### src/rtl/address_queue_latch.sv
// Address queue latch: a small FIFO of outstanding memory-cycle addresses. The
// head entry drives a registered addr_out. While the queue is empty, addr_out
// either follows a valid addr_in or holds its last value.
module address_queue_latch #(
  parameter int unsigned ADDR_WIDTH  = 16,
  parameter int unsigned DEPTH       = 4,
  parameter int unsigned TRANSPARENT = 1
) (
  input  logic                       clk,
  input  logic                       rst_n,
  input  logic [ADDR_WIDTH-1:0]      addr_in,
  input  logic                       addr_valid,
  input  logic                       mem_cycle_start,
  input  logic                       mem_cycle_end,
  input  logic                       clear_err,
  output logic [ADDR_WIDTH-1:0]      addr_out,
  output logic                       addr_latched,
  output logic [$clog2(DEPTH):0]     count,
  output logic                       full,
  output logic                       overflow_err,
  output logic                       underflow_err
);

  localparam int unsigned PTR_W = $clog2(DEPTH);
  localparam int unsigned CNT_W = PTR_W + 1;

  logic [ADDR_WIDTH-1:0] r_mem [DEPTH];
  logic [PTR_W-1:0]      r_head;
  logic [PTR_W-1:0]      r_tail;
  logic [CNT_W-1:0]      r_count;
  logic [ADDR_WIDTH-1:0] r_addr_out;
  logic                  r_ovf;
  logic                  r_udf;

  logic                  w_empty;
  logic                  w_is_full;
  logic                  w_push_req;
  logic                  w_pop;
  logic                  w_push;
  logic                  w_ovf_evt;
  logic                  w_udf_evt;
  logic [PTR_W-1:0]      w_head_next;
  logic [CNT_W-1:0]      w_count_next;
  logic                  w_fwd;
  logic [ADDR_WIDTH-1:0] w_addr_out_next;

  // Decode push/pop/error events and the next-state values from the current state
  always_comb begin
    w_empty         = (r_count == '0);
    w_is_full       = (r_count == CNT_W'(DEPTH));
    w_push_req      = mem_cycle_start && addr_valid;
    w_pop           = mem_cycle_end && !w_empty;
    w_push          = w_push_req && (!w_is_full || w_pop);
    w_ovf_evt       = w_push_req && !w_push;
    w_udf_evt       = mem_cycle_end && w_empty;
    w_head_next     = w_pop ? r_head + PTR_W'(1) : r_head;
    w_count_next    = r_count;
    if (w_push && !w_pop) begin
      w_count_next = r_count + CNT_W'(1);
    end else if (w_pop && !w_push) begin
      w_count_next = r_count - CNT_W'(1);
    end
    // The new head is the entry being written this edge when nothing older survives
    w_fwd           = w_push && (r_count == CNT_W'(w_pop));
    w_addr_out_next = r_addr_out;
    if (w_count_next != '0) begin
      w_addr_out_next = w_fwd ? addr_in : r_mem[w_head_next];
    end else if ((TRANSPARENT != 0) && addr_valid) begin
      w_addr_out_next = addr_in;
    end
  end

  // Queue storage; contents are don't-care after reset so no reset term
  always_ff @(posedge clk) begin
    if (w_push) begin
      r_mem[r_tail] <= addr_in;
    end
  end

  // Pointers, occupancy, output address and sticky error flags
  always_ff @(posedge clk or negedge rst_n) begin
    if (!rst_n) begin
      r_head     <= '0;
      r_tail     <= '0;
      r_count    <= '0;
      r_addr_out <= '0;
      r_ovf      <= 1'b0;
      r_udf      <= 1'b0;
    end else begin
      r_head     <= w_head_next;
      if (w_push) begin
        r_tail <= r_tail + PTR_W'(1);
      end
      r_count    <= w_count_next;
      r_addr_out <= w_addr_out_next;
      if (w_ovf_evt) begin
        r_ovf <= 1'b1;
      end else if (clear_err) begin
        r_ovf <= 1'b0;
      end
      if (w_udf_evt) begin
        r_udf <= 1'b1;
      end else if (clear_err) begin
        r_udf <= 1'b0;
      end
    end
  end

  assign addr_out      = r_addr_out;
  assign count         = r_count;
  assign addr_latched  = (r_count != '0);
  assign full          = (r_count == CNT_W'(DEPTH));
  assign overflow_err  = r_ovf;
  assign underflow_err = r_udf;

endmodule

### config.mk
export PLATFORM = sky130hd
export DESIGN_NAME = address_queue_latch
export DESIGN_NICKNAME = d
export VERILOG_FILES = /design/src/rtl/address_queue_latch.sv
export SDC_FILE = /design/constraint.sdc
export NUM_CORES = 1
export LEC_CHECK = 0
export CAP_MARGIN = 20
export CORE_UTILIZATION = 58
export CTS_CLUSTER_SIZE = 20
export DETAILED_ROUTE_END_ITERATION = 10
export PLACE_DENSITY = 0.91
export SLEW_MARGIN = 40
export SYNTH_ARGS = -nofsm -noshare
export SYNTH_HDL_FRONTEND = slang
export SYNTH_SLANG_ARGS = --single-unit
### constraint.sdc
create_clock -name clk -period 2.5 [get_ports clk]
set_clock_uncertainty 0.15 [all_clocks]
set_input_delay 0.25 -clock clk [delete_from_list [all_inputs] [get_ports clk]]
set_output_delay 0.25 -clock clk [all_outputs]
set_load 0.03 [all_outputs]
==> results of run 1 <==
area by class of cell:
| type | instances | area [µm²] | area share (%) |
|---|---|---|---|
| Multi-Input combinational cell | 292 | 2080 | 36.8 |
| Inverter | 10 | 40.0 | 0.710 |
| Sequential cell | 89 | 2550 | 45.2 |
| Clock inverter | 6 | 90.1 | 1.60 |
| Clock buffer | 10 | 128 | 2.26 |
| Tap cell | 102 | 128 | 2.26 |
| Timing Repair Buffer | 61 | 628 | 11.1 |
metal layers:
| metal | track usage [%] | vias to the layer above | wire length, µm |
|---|---|---|---|
| met1 | 37.3 | 1728 | 4610 |
| met3 | 3.37 | 28 | 757 |
| met2 | 44.8 | 178 | 5530 |
| met5 | 0 | - | 0 |
| met4 | 11.3 | 0 | 259 |
| li1 | - | 1656 | - |
sequential cells by signal (all words and copies together) (netlist names):
signal         cells
r_mem             64
addr_out          16
count              3
r_head             2
r_tail             2
overflow_err       1
underflow_err      1
power by group:
group	total, mW	switching (mW)	internal [mW]
Sequential	2.17	0.254	1.92
Combinational	3.44	1.97	1.47
Clock	1.09	0.526	0.567
Total	6.71	2.75	3.95
repair_timing:
action,CTS,global route
endpoints found under the setup margin,2,16
hold endpoints to repair,0,0
pin swaps,0,1
gates cloned,0,0
gates resized for setup,3,4
logic make-up after synthesis:
| logic type | after synthesis | synth area share, % |
|---|---|---|
| adders and majority gates | 7 | 1.83 |
| DFF | 89 | 53.2 |
| muxes | 49 | 10.3 |
| xor gates and xnor gates | 5 | 0.914 |
| buffers and inverters | 44 | 4.31 |
| and+or+nand+nor | 137 | 13.6 |
| AOI/OAI and AO/OA | 94 | 15.9 |
cell usage after synthesis (all sizes together), types with 5 or more instances:
master,n,area [µm²]
a32oi,17,149
nand2,72,270
ha,7,87.6
nand2b,32,200
o2bb2ai,16,140
o22ai,17,106
mux2i,48,480
buf,14,93.8
a211o,16,140
clkbuf,20,75.1
edfxtp,64,1920
nor2,15,56.3
o211ai,17,128
and2,5,31.3
dfrtp,25,626
inv,10,37.5
through the flow:
step	total power, mW	util (%)
after CTS	6.65	71.7
final	6.71	71.9
after global placement	5.39	68.8
after detailed placement	5.54	68.8
after global routing	7.04	71.9
after floorplan	4.47	-
critical path, cell delays in order (launching register included):
cell	delay, ns
dfrtp_2	0.45
inv_1	0.13
ha_2	0.26
nor2b_4	0.24
inv_4	0.07
mux2_4	0.40
a32oi_1	0.25
o22ai_1	0.12
mux2i_1	0.17
worst max path at each step:
stage | startpoint | to | slack [ns] | cells past startpoint
after detailed placement | count[1] | addr_out[15] | 0.09 | 7
after global routing | count[0] | addr_out[14] | 0.07 | 9
final | count[1] | addr_out[3] | 0.19 | 8
after floorplan | count[0] | addr_out[10] | 0.02 | 10
after CTS | count[1] | addr_out[11] | 0.06 | 8
after global placement | count[1] | addr_out[10] | 0.18 | 8
==> impl_metrics.env, run 1 <==
export IMPL_final_nets=492
export IMPL_layout_drive_gt1_share_pct=11.3
export IMPL_die_area_um2=8630
export IMPL_syn_inst=425
export IMPL_yosys_warnings=0
export IMPL_peakVddDrop_mv=0.865
export IMPL_h_tree_depth=3
export IMPL_grt_pass1_wl_mm=17.9
export IMPL_fillers=514
export IMPL_wirelength_mm=11.2
export IMPL_placed_area_um2=5400
export IMPL_powerDensity_nw_per_um2=1190
export IMPL_via_per_inst=6.30
export IMPL_synth_edf_count=64
export IMPL_netlist_area_um2=4790
export IMPL_fin_crit_sh_pct=92.5
export IMPL_cts_buffer_depth=2
export IMPL_grt_start_max_net_pins=65
export IMPL_die_y_um=92.9
export IMPL_cts_buffers=9
export IMPL_crit_fanout=16
export IMPL_antenna_cells=0
export IMPL_setup_slack_ns=0.187
export IMPL_hold_slack_ns=0.110
export IMPL_grt_antenna_before_repair=0
export IMPL_hp_class="in -> async"
export IMPL_fin_cells=570
export IMPL_drtIter0Drc=503
export IMPL_gp_congestion=0.854
export IMPL_timing_rr_start="count[1]"
export IMPL_ys_seq_area_share_pct=53.2
export IMPL_async_reset_ff_share_pct=28.1
export IMPL_max_cap_violations=0
export IMPL_syn_num_nets=454
export IMPL_finalSetupViolCount=0
export IMPL_layout_common_cells="nand2_1, edfxtp_1, mux2i_1, clkdlybuf4s50_1, nand2b_1"
export IMPL_maxSlewHeadroom_pct=69.4
export IMPL_final_area_um2=5640
export IMPL_grt_setup_unrepaired="no"
export IMPL_ant_nets=0
export IMPL_drc_errors=0
export IMPL_ys_seq_elements=89
export IMPL_final_hold_viol_count=0
export IMPL_rrSetupSlack_ns=0.19
export IMPL_path_class="reg -> reg"
export IMPL_fp_dieW_um=92.9
export IMPL_postCtsSetupRepairBufs=0
export IMPL_cp_arrival_ns=2.44
export IMPL_grt_usage_pct=27.5
export IMPL_cp_data_required_time_ns=2.62
export IMPL_ys_types=42
export IMPL_clkTransAtPathRegs_ns=0.09
export IMPL_cts_tree="done"
export IMPL_layout_commonest_cell="nand2_1"
export IMPL_cts_sinks=89
export IMPL_outcome="complete, no violations"
export IMPL_worstSetupStartpointType="flip-flop"
export IMPL_place_ws_ns=0.0890
export IMPL_clock_latency_ns=0.36
export IMPL_power_leakage_nw=2.12
export IMPL_crit_path_end_kind="flip-flop"
export IMPL_regToRegEndpoint="addr_out[3]"
export IMPL_ff2ff_path_depth=8
export IMPL_grt_pass1_vias=3497
export IMPL_dr_pass1_iters=6
export IMPL_place_hpwl_mm=7.25
export IMPL_core_um2=7850
export IMPL_grt_overflow=0
export IMPL_cts_hold_buffers=0
export IMPL_layout_min_cycle_time_ns=2.31
export IMPL_numPortBuffers=44
export IMPL_area_delta_synth_final_pct=17.7
export IMPL_start_util_pct=61.1
export IMPL_io_pins=45
export IMPL_placedCellCount=554
export IMPL_syn_avg_cell_area_um2=11.3
export IMPL_max_freq_mhz=432
export IMPL_worstMarginPinSlew_ns=0.459
export IMPL_root_buffer="clkbuf_8"
export IMPL_fin_tns_setup_ns=0
export IMPL_vias=3590
export IMPL_row_count=32
export IMPL_synth_main_ff_cell="edfxtp_1"
export IMPL_slew_viol_final=0
export IMPL_wire_per_inst_um=19.6
Power figures use the tool's default switching activity.
==> run 2: changes to the inputs <==
TNS_END_PERCENT = 5   (was unset)
==> impl_metrics.env, run 2 (same netlist as run 1, synthesis figures left out) <==
export IMPL_wirelength_mm=11.9
export IMPL_worstMarginPinSlew_ns=0.625
export IMPL_layout_drive_gt1_share_pct=10.7
export IMPL_gp_congestion=0.927
export IMPL_cp_slowest_cell="nor2b_1"
export IMPL_die_y_um=92.9
export IMPL_max_freq_mhz=421
export IMPL_drtIter0Drc=458
export IMPL_grt_start_max_net_pins=51
export IMPL_area_delta_synth_final_pct=18.3
export IMPL_cts_buffer_depth=2
export IMPL_ant_nets=0
export IMPL_multiInputGateArea_um2=2070
export IMPL_clkPwrFrac_pct=15.7
export IMPL_core_um2=7850
export IMPL_top_register="r_mem"
export IMPL_wire_per_inst_um=20.5
export IMPL_placedCellCount=562
export IMPL_hp_class="in -> async"
export IMPL_fin_tns_setup_ns=0
export IMPL_clkTransAtPathRegs_ns=0.09
export IMPL_p_comb_share_pct=52.0
export IMPL_final_nets=500
export IMPL_crit_fanout=16
export IMPL_cp_arrival_ns=2.49
export IMPL_cts_sinks=89
export IMPL_peakVddDrop_mv=0.739
export IMPL_cp_data_required_time_ns=2.62
export IMPL_power_mw=6.77
export IMPL_finalSetupViolCount=0
export IMPL_fin_crit_sh_pct=94.9
export IMPL_cpPeakStageDelay_ns=0.51
export IMPL_largest_reg_flops=64
export IMPL_vias=3744
export IMPL_row_count=32
export IMPL_slew_viol_final=0
export IMPL_swShare_pct=41.4
export IMPL_fillers=511
export IMPL_postCtsSetupRepairBufs=0
export IMPL_place_ws_ns=0.122
export IMPL_grt_pass1_vias=3688
export IMPL_start_util_pct=61.1
export IMPL_p_seq_share_pct=32.3
export IMPL_clock_latency_ns=0.36
export IMPL_switching_power_mw=2.80
export IMPL_via_per_inst=6.48
export IMPL_regArea_um2=2550
export IMPL_cts_tree="done"
export IMPL_worstPathCellList="inv_1 -> ha_2 -> nor2b_1 -> a32oi_1 -> o221ai_2 -> a21oi_4 -> buf_12 -> mux2i_1"
export IMPL_layout_common_cells="nand2_1, edfxtp_1, mux2i_1, clkdlybuf4s50_1, nand2b_1"
export IMPL_maxSlewHeadroom_pct=58.2
export IMPL_power_leakage_nw=2.15
export IMPL_grt_usage_pct=29.1
export IMPL_worstSetupStartpointType="flip-flop"
export IMPL_place_hpwl_mm=7.82
export IMPL_h_tree_depth=3
export IMPL_max_cap_violations=0
export IMPL_ff2ff_path_depth=8
export IMPL_io_pins=45
export IMPL_post_route_util_pct=72.2
export IMPL_fin_cells=578
export IMPL_outcome="complete, no violations"
export IMPL_cts_buffers=9
export IMPL_drc_errors=0
export IMPL_grt_overflow=0
export IMPL_path_class="reg -> reg"
export IMPL_powerDensity_nw_per_um2=1190
export IMPL_cts_hold_buffers=0
export IMPL_placed_area_um2=5440
export IMPL_fp_dieW_um=92.9
export IMPL_die_area_um2=8630
export IMPL_hold_slack_ns=0.108
export IMPL_crit_path_end_kind="flip-flop"
export IMPL_layout_commonest_cell="nand2_1"
export IMPL_grt_antenna_before_repair=0
export IMPL_antenna_cells=0
export IMPL_grt_pass1_wl_mm=18.9
export IMPL_cellInternalPower_mw=3.97
export IMPL_numPortBuffers=44
export IMPL_final_hold_viol_count=0
export IMPL_root_buffer="clkbuf_8"
export IMPL_layout_min_cycle_time_ns=2.37
export IMPL_dr_pass1_iters=5
export IMPL_final_area_um2=5670
export IMPL_setup_slack_ns=0.127
run 2: final timing paths:
check | end | startpoint | slack, ns
setup / recovery | addr_out[4] | count[1] | 0.13
hold reg to reg | overflow_err | overflow_err | 0.40
min in group clk | overflow_err | clear_err | 0.37
max in group asynchronous | r_head[1] | rst_n | 1.80
setup reg to reg | addr_out[4] | count[1] | 0.13
hold / removal | addr_out[2] | rst_n | 0.11
run 2: what timing repair did:
item,CTS,global route
endpoints found under the setup margin,2,16
pin swaps,0,0
resized for setup,2,3
cloned,0,0
run 2: area by class of cell:
cell class,instances,share of cell area (%)
Clock inverter,5,1.41
Timing Repair Buffer,69,11.9
Sequential cell,89,45.0
Inverter,10,0.662
Multi-Input combinational cell,292,36.5
Tap cell,102,2.25
Clock buffer,11,2.32
run 2: critical path: cells and delay by family, from the launching register on:
| family | cells | cell delay (ns) |
|---|---|---|
| adder cells (fa/ha/maj) | 1 | 0.23 |
| AND/OR/NAND/NOR | 1 | 0.51 |
| multiplexers | 1 | 0.18 |
| flip-flops | 1 | 0.35 |
| buffers and inverters | 2 | 0.27 |
| AO/OA/AOI/OAI | 3 | 0.59 |
run 2: power groups by stage:
stage	Combinational, mW	Clock (mW)	Sequential, mW
finish	3.52	1.06	2.19
global placement	3.24	0	2.19
CTS	3.44	1.07	2.17
detailed placement	3.40	0	2.20
global route	3.76	1.13	2.22
floorplan	2.05	0	2.42
run 2: routing by layer:
| layer | wire [µm] | track usage [%] | up-vias |
|---|---|---|---|
| met2 | 5790 | 46.7 | 227 |
| met4 | 533 | 16.2 | 0 |
| met5 | 0 | 0 | - |
| li1 | - | - | 1675 |
| met3 | 861 | 3.45 | 56 |
| met1 | 4690 | 38.6 | 1786 |
==> run 3: changes to the inputs <==
PLACE_DENSITY = 0.81   (was 0.91)
==> impl_metrics.env, run 3 (same netlist as run 1, synthesis figures left out) <==
export IMPL_layout_commonest_cell="nand2_1"
export IMPL_place_hpwl_mm=6.87
export IMPL_cts_sinks=89
export IMPL_drc_errors=0
export IMPL_path_class="reg -> reg"
export IMPL_cts_tree="done"
export IMPL_core_um2=7850
export IMPL_via_per_inst=6.28
export IMPL_worstSetupStartpointType="flip-flop"
export IMPL_worstMarginPinSlew_ns=0.706
export IMPL_largest_reg_flops=64
export IMPL_cp_arrival_ns=2.42
export IMPL_finalSetupViolCount=0
export IMPL_max_freq_mhz=434
export IMPL_p_seq_share_pct=31.7
export IMPL_antenna_cells=0
export IMPL_root_buffer="clkbuf_8"
export IMPL_layout_drive_gt1_share_pct=10.2
export IMPL_slew_viol_final=0
export IMPL_grt_pass1_wl_mm=17.3
export IMPL_crit_fanout=16
export IMPL_rrSetupSlack_ns=0.20
export IMPL_wirelength_mm=11.0
export IMPL_fp_dieW_um=92.9
export IMPL_swShare_pct=39.8
export IMPL_fin_crit_sh_pct=92.2
export IMPL_grt_overflow=0
export IMPL_outcome="complete, no violations"
export IMPL_die_y_um=92.9
export IMPL_die_area_um2=8630
export IMPL_hp_class="in -> async"
export IMPL_clock_latency_ns=0.35
export IMPL_vias=3604
export IMPL_gp_congestion=0.822
export IMPL_fin_cells=574
export IMPL_wire_per_inst_um=19.2
export IMPL_cts_buffer_depth=2
export IMPL_cp_data_required_time_ns=2.61
export IMPL_grt_setup_unrepaired="no"
export IMPL_dr_pass1_iters=5
export IMPL_cts_buffers=9
export IMPL_layout_common_cells="nand2_1, edfxtp_1, mux2i_1, clkdlybuf4s50_1, nand2b_1"
export IMPL_final_nets=496
export IMPL_cellInternalPower_mw=4.09
export IMPL_postCtsSetupRepairBufs=0
export IMPL_placedCellCount=558
export IMPL_start_util_pct=61.1
export IMPL_fin_tns_setup_ns=0
export IMPL_switching_power_mw=2.70
export IMPL_clkPwrFrac_pct=17.2
export IMPL_h_tree_depth=3
export IMPL_layout_min_cycle_time_ns=2.30
export IMPL_final_hold_viol_count=0
export IMPL_grt_antenna_before_repair=0
export IMPL_power_leakage_nw=2.16
export IMPL_grt_pass1_vias=3543
export IMPL_numPortBuffers=44
export IMPL_clkTransAtPathRegs_ns=0.08
export IMPL_timing_rr_start="count[1]"
export IMPL_startpoint="count[1]"
export IMPL_peakVddDrop_mv=0.780
export IMPL_area_delta_synth_final_pct=19.1
export IMPL_row_count=32
export IMPL_grt_start_max_net_pins=42
export IMPL_top_register="r_mem"
export IMPL_cts_hold_buffers=0
export IMPL_max_cap_violations=0
export IMPL_regToRegEndpoint="addr_out[0]"
export IMPL_maxSlewHeadroom_pct=52.7
export IMPL_crit_path_end_kind="flip-flop"
export IMPL_powerDensity_nw_per_um2=1190
export IMPL_drtIter0Drc=254
export IMPL_fillers=533
export IMPL_grt_usage_pct=26.9
export IMPL_ff2ff_path_depth=9
export IMPL_io_pins=45
export IMPL_critPathCapture="addr_out[0]"
export IMPL_p_comb_share_pct=51.1
export IMPL_ant_nets=0
-- run 3: changes by cell type in the layout (fill, tap and decap cells not counted), sizes merged --
cell          delta
buf              -4
bufinv           +1
clkbuf           +2
clkinv           -1
clkinvlp         -1
dlygate4sd2      -1
dlymetal6s2s     +1
inv              -1
-- run 3: routing by layer --
metal / GRT usage, % / vias up / part of all wire (%)
li1: - / 1663 / -
met4: 11.8 / 0 / 1.8
met1: 34.4 / 1748 / 41
met2: 45.2 / 166 / 50
met3: 4.35 / 27 / 7.0
met5: 0 / - / 0
-- run 3: critical path, stage by stage, from the launching register on --
cell and delay, ns:
dfrtp_1 0.38, inv_1 0.11, ha_2 0.26, nor2b_2 0.26, inv_2 0.11, nand3_2 0.11, nand4_1 0.18, a21oi_4 0.22
buf_12 0.20, mux2i_1 0.23
-- run 3: repair_timing --
| item | 4_1_cts | 5_1_grt |
|---|---|---|
| setup endpoints to repair | 1 | 16 |
| gates cloned | 0 | 0 |
| resized for setup | 1 | 3 |
| endpoints found under the hold margin | 0 | 0 |
-- run 3: worst min-delay path by stage --
stage / start / end / slack [ns] / cells after the start
global route: rst_n / underflow_err / 0.19 / 2
finish: rst_n / count[0] / 0.12 / 2
CTS: rst_n / underflow_err / 0.13 / 2
global placement: overflow_err / overflow_err / 0.37 / 2
floorplan: rst_n / addr_out[0] / -0.20 / 0
detailed placement: overflow_err / overflow_err / 0.36 / 2
-- run 3: cell type report --
type / count / area (µm²) / area share (%)
flip-flops and latches: 89 / 2550 / 44.6
multi-input cells: 292 / 2060 / 36.0
repair buffers: 65 / 699 / 12.3
clock buffers: 13 / 149 / 2.61
well taps: 102 / 128 / 2.24
clock inverters: 3 / 90.1 / 1.58
inverters: 10 / 37.5 / 0.657
-- run 3: power by group through the flow --
stage               clock [mW]  combinational (mW)  sequential [mW]
detailed placement           0                3.41             2.17
CTS                       1.17                3.43             2.15
global placement             0                3.29             2.17
global route              1.22                3.71             2.19
finish                    1.17                3.47             2.15
floorplan                    0                2.05             2.42
-- run 3: per-stage QoR --
step / hold slack (ns) / power (mW) / area [µm²] / setup slack (ns) / utilization [%]
floorplan: -0.196 / 4.46 / 4790 / -0.171 / -
global placement: 0.373 / 5.45 / 5460 / 0.146 / 69.6
detailed placement: 0.357 / 5.58 / 5460 / 0.0479 / 69.6
CTS: 0.128 / 6.76 / 5700 / 0.0495 / 72.6
global route: 0.188 / 7.12 / 5710 / 0.0229 / 72.8
finish: 0.117 / 6.79 / 5710 / 0.195 / 72.8
==> RTL change: new RTL, config.mk and constraints of run 1 <==
Take the reset off `r_addr_out` and load it in a clocked block of its own.
--- a/src/rtl/address_queue_latch.sv
+++ b/src/rtl/address_queue_latch.sv
@@ -83,7 +83,6 @@
       r_head     <= '0;
       r_tail     <= '0;
       r_count    <= '0;
-      r_addr_out <= '0;
       r_ovf      <= 1'b0;
       r_udf      <= 1'b0;
     end else begin
@@ -92,7 +91,6 @@
         r_tail <= r_tail + PTR_W'(1);
       end
       r_count    <= w_count_next;
-      r_addr_out <= w_addr_out_next;
       if (w_ovf_evt) begin
         r_ovf <= 1'b1;
       end else if (clear_err) begin
@@ -106,6 +104,10 @@
     end
   end
 
+  always_ff @(posedge clk) begin
+    r_addr_out <= w_addr_out_next;
+  end
+
   assign addr_out      = r_addr_out;
   assign count         = r_count;
   assign addr_latched  = (r_count != '0);
Check against the original RTL: not equivalent (a bounded check fails within 4 cycles, from zero or initial values and one cycle with rst_n low).
==> RTL change against run 1 <==
  * The flow now finishes with violations (negative setup slack)
  * Power shrank 5.0%
  * Setup slack got worse by 0.30 ns
  * Design area down 15%
  * Synthesized cell count down 57%
  * Utilization increased by 8.1 points
  * Area after synthesis decreased by 24%
  * Sequential cell count stayed put
  * Routed wire length is 34% lower
==> RTL change: results (changes against run 1) <==
----------------------------------------------------
[Status]
  Outcome ... finished with violations
  Violations in the final reports ... negative setup slack

[Timing]
  Setup Total Neg Slack ... -1.65 ns (-1.65 ns)
  Total of endpoints with negative setup slack in the final report ... 16 (+16)
  Worst slew pin tran ... 0.427 ns (-0.0324 ns)
  PnR worst setup slack ... -0.116 ns (-0.303 ns)
  Final Hold Viols ... 0 (unchanged)
  Worst Hold Slack ... 0.0422 ns (-0.0677 ns)

[Setup path]
  Worst Reg-to-Reg Cells ... 9 (+1)
  End of the worst register-to-register path ... addr_out[6]
  Data arrival, critical path ... 2.57 ns (+0.13 ns)
  Reg-to-reg startpoint ... count[1]
  Critical path peak fanout ... 8 (-8)

[Placed design]
  Placed Area ... 4430 um^2 (-18%)
  Post-DP HPWL ... 4630 um (-36%)
  # placed instances ... 324 (-42%)
  Buffers on Ports ... 44 (unchanged)
  Routability congestion estimate ... 0.874 (+2.3%)
  Pre-CTS WS ... -0.241 ns (-0.330 ns)

[Clock network]
  Worst-skew pair later-pin latency ... between 0.3 and 0.4 ns
  Max clock buf depth ... 2 (unchanged)
  Clock transition at the registers of the reported paths ... 0.09 ns (about the same)

[Synthesis]
  Number of enable flip-flop cells after synthesis ... 80 (+25%)
  Cell variety after synth ... 35 (-17%)
  Most used standard cells in the synthesized netlist ... 80 x sky130_fd_sc_hd__edfxtp_1, 16 x sky130_fd_sc_hd__mux4_2, 10 x sky130_fd_sc_hd__mux2_4
  Seq/Total Area, Yosys ... 0.720 (+0.188)
  Cell types with the largest area share after synthesis ... sky130_fd_sc_hd__edfxtp_1 66%, sky130_fd_sc_hd__mux4_2 9.9%, sky130_fd_sc_hd__dfrtp_1 6.2%, sky130_fd_sc_hd__mux2_4 4.1%, sky130_fd_sc_hd__ha_1 2.4%
  Cell count after synthesis ... 182 (-57%)
  Fraction of registers with async set/reset ... 0.101 (-0.180)
  Nets in the synthesized netlist ... 211 (-54%)

[Power]
  Standby leakage power ... 0.00175 uW (-18%)
  Peak supply drop ... 784 uV (-9.3%)

[Cells and area]
  Number of diodes added for antenna fixing ... 0 (unchanged)
  Layout overhead on the synthesized area ... 31.2%
  Post-layout net count ... 296 (-40%)
  Final Non-Filler Cells ... 347 (-39%)
  Flip-flop count of the largest register, all copies and words added ... 64 (unchanged)
  Top reg by flops ... r_mem
  FILL cells ... 284 (-45%)
  Fraction of layout cells with a size suffix above 1 ... 0.371 (+0.258)

[Detailed routing]
  Routed via count divided by cell count ... 5.75 (-8.7%)
  DRC marker count from the first detailed-route iteration ... 115 (-77%)
  Post-detailed-route wirelength per cell ... 21.2 um (+8.2%)
  DRT Pass-1 Iters ... 4 (-2)

[Global route]
  Via count of the first global-routing pass ... 2004 (-43%)
  Pin count of the biggest net entering global routing ... 17 (-74%)
  Total Routing Usage GR ... 0.237 (-0.0370)
  Global-route wire length before repair ... 10800 um (-40%)

----------------------------------------------------
==> RTL change: cell count changes in the layout (fill, tap and decap cells not counted), sizes merged, moves of 17 or more <==
cell           run 1  this run
buf               17        34
o211ai            17         0
mux2i             48         0
nand2             72         4
a32oi             17         0
nand2b            32         1
==> RTL change: layout make-up <==
| cell class | instances | area share |
|---|---|---|
| clock inverters | 6 | 0.0157 |
| repair buffers | 78 | 0.160 |
| flip-flops and latches | 89 | 0.549 |
| clock buffers | 10 | 0.0266 |
| multi-input cells | 79 | 0.220 |
| well taps | 75 | 0.0196 |
| inverters | 10 | 0.00836 |
==> RTL change: where the power goes <==
part / switching, uW / internal [uW] / leakage [uW]
Clock: 538 / 477 / 0.0000990
Combinational: 1440 / 1740 / 0.000790
Sequential: 136 / 2040 / 0.000856
==> RTL change: how the worst max path moves through the flow <==
stage | end | depth (start not counted)
floorplan | addr_out[10] | 8
global placement | addr_out[3] | 8
detailed placement | addr_out[1] | 8
CTS | addr_out[10] | 9
global route | addr_out[1] | 9
finish | addr_out[6] | 9
==> RTL change: critical path, stage by stage (launching register included) <==
cell                        delay [ns]
sky130_fd_sc_hd__dfrtp_2          0.42
sky130_fd_sc_hd__inv_2            0.09
sky130_fd_sc_hd__ha_4             0.17
sky130_fd_sc_hd__and2b_4          0.23
sky130_fd_sc_hd__nor4b_4          0.30
sky130_fd_sc_hd__o21a_1           0.20
sky130_fd_sc_hd__a2bb2oi_2        0.16
sky130_fd_sc_hd__or2_4            0.19
sky130_fd_sc_hd__buf_12           0.15
sky130_fd_sc_hd__mux2_4           0.30
==> RTL change: logic make-up (layout without fill, tap and decap cells) <==
group / count (synthesis) / count (layout) / share of synthesized area
adder cells (fa/ha/maj): 7 / 7 / 0.0240
flip-flops: 89 / 89 / 0.720
AND/OR/NAND/NOR: 26 / 26 / 0.0442
AO/OA/AOI/OAI: 9 / 9 / 0.0161
buffers and inverters: 14 / 104 / 0.0233
XOR/XNOR: 5 / 5 / 0.0141
multiplexers: 32 / 32 / 0.158
==> RTL change: routing by layer <==
metal  routed length, um  track usage
met1                2950        0.299
met2                3940        0.411
met3                 280       0.0348
met4                 177       0.0982
met5                   0            0
==> RTL change: timing repair <==
| item | 4_1_cts | 5_1_grt |
|---|---|---|
| buffers inserted | 3 | 2 |
| gates cloned | 2 | 0 |
| hold buffers | 0 | 0 |
| pin swaps | 8 | 1 |
| endpoints found under the hold margin | 0 | 0 |
| endpoints found under the setup margin | 32 | 32 |
| resized for setup | 16 | 2 |
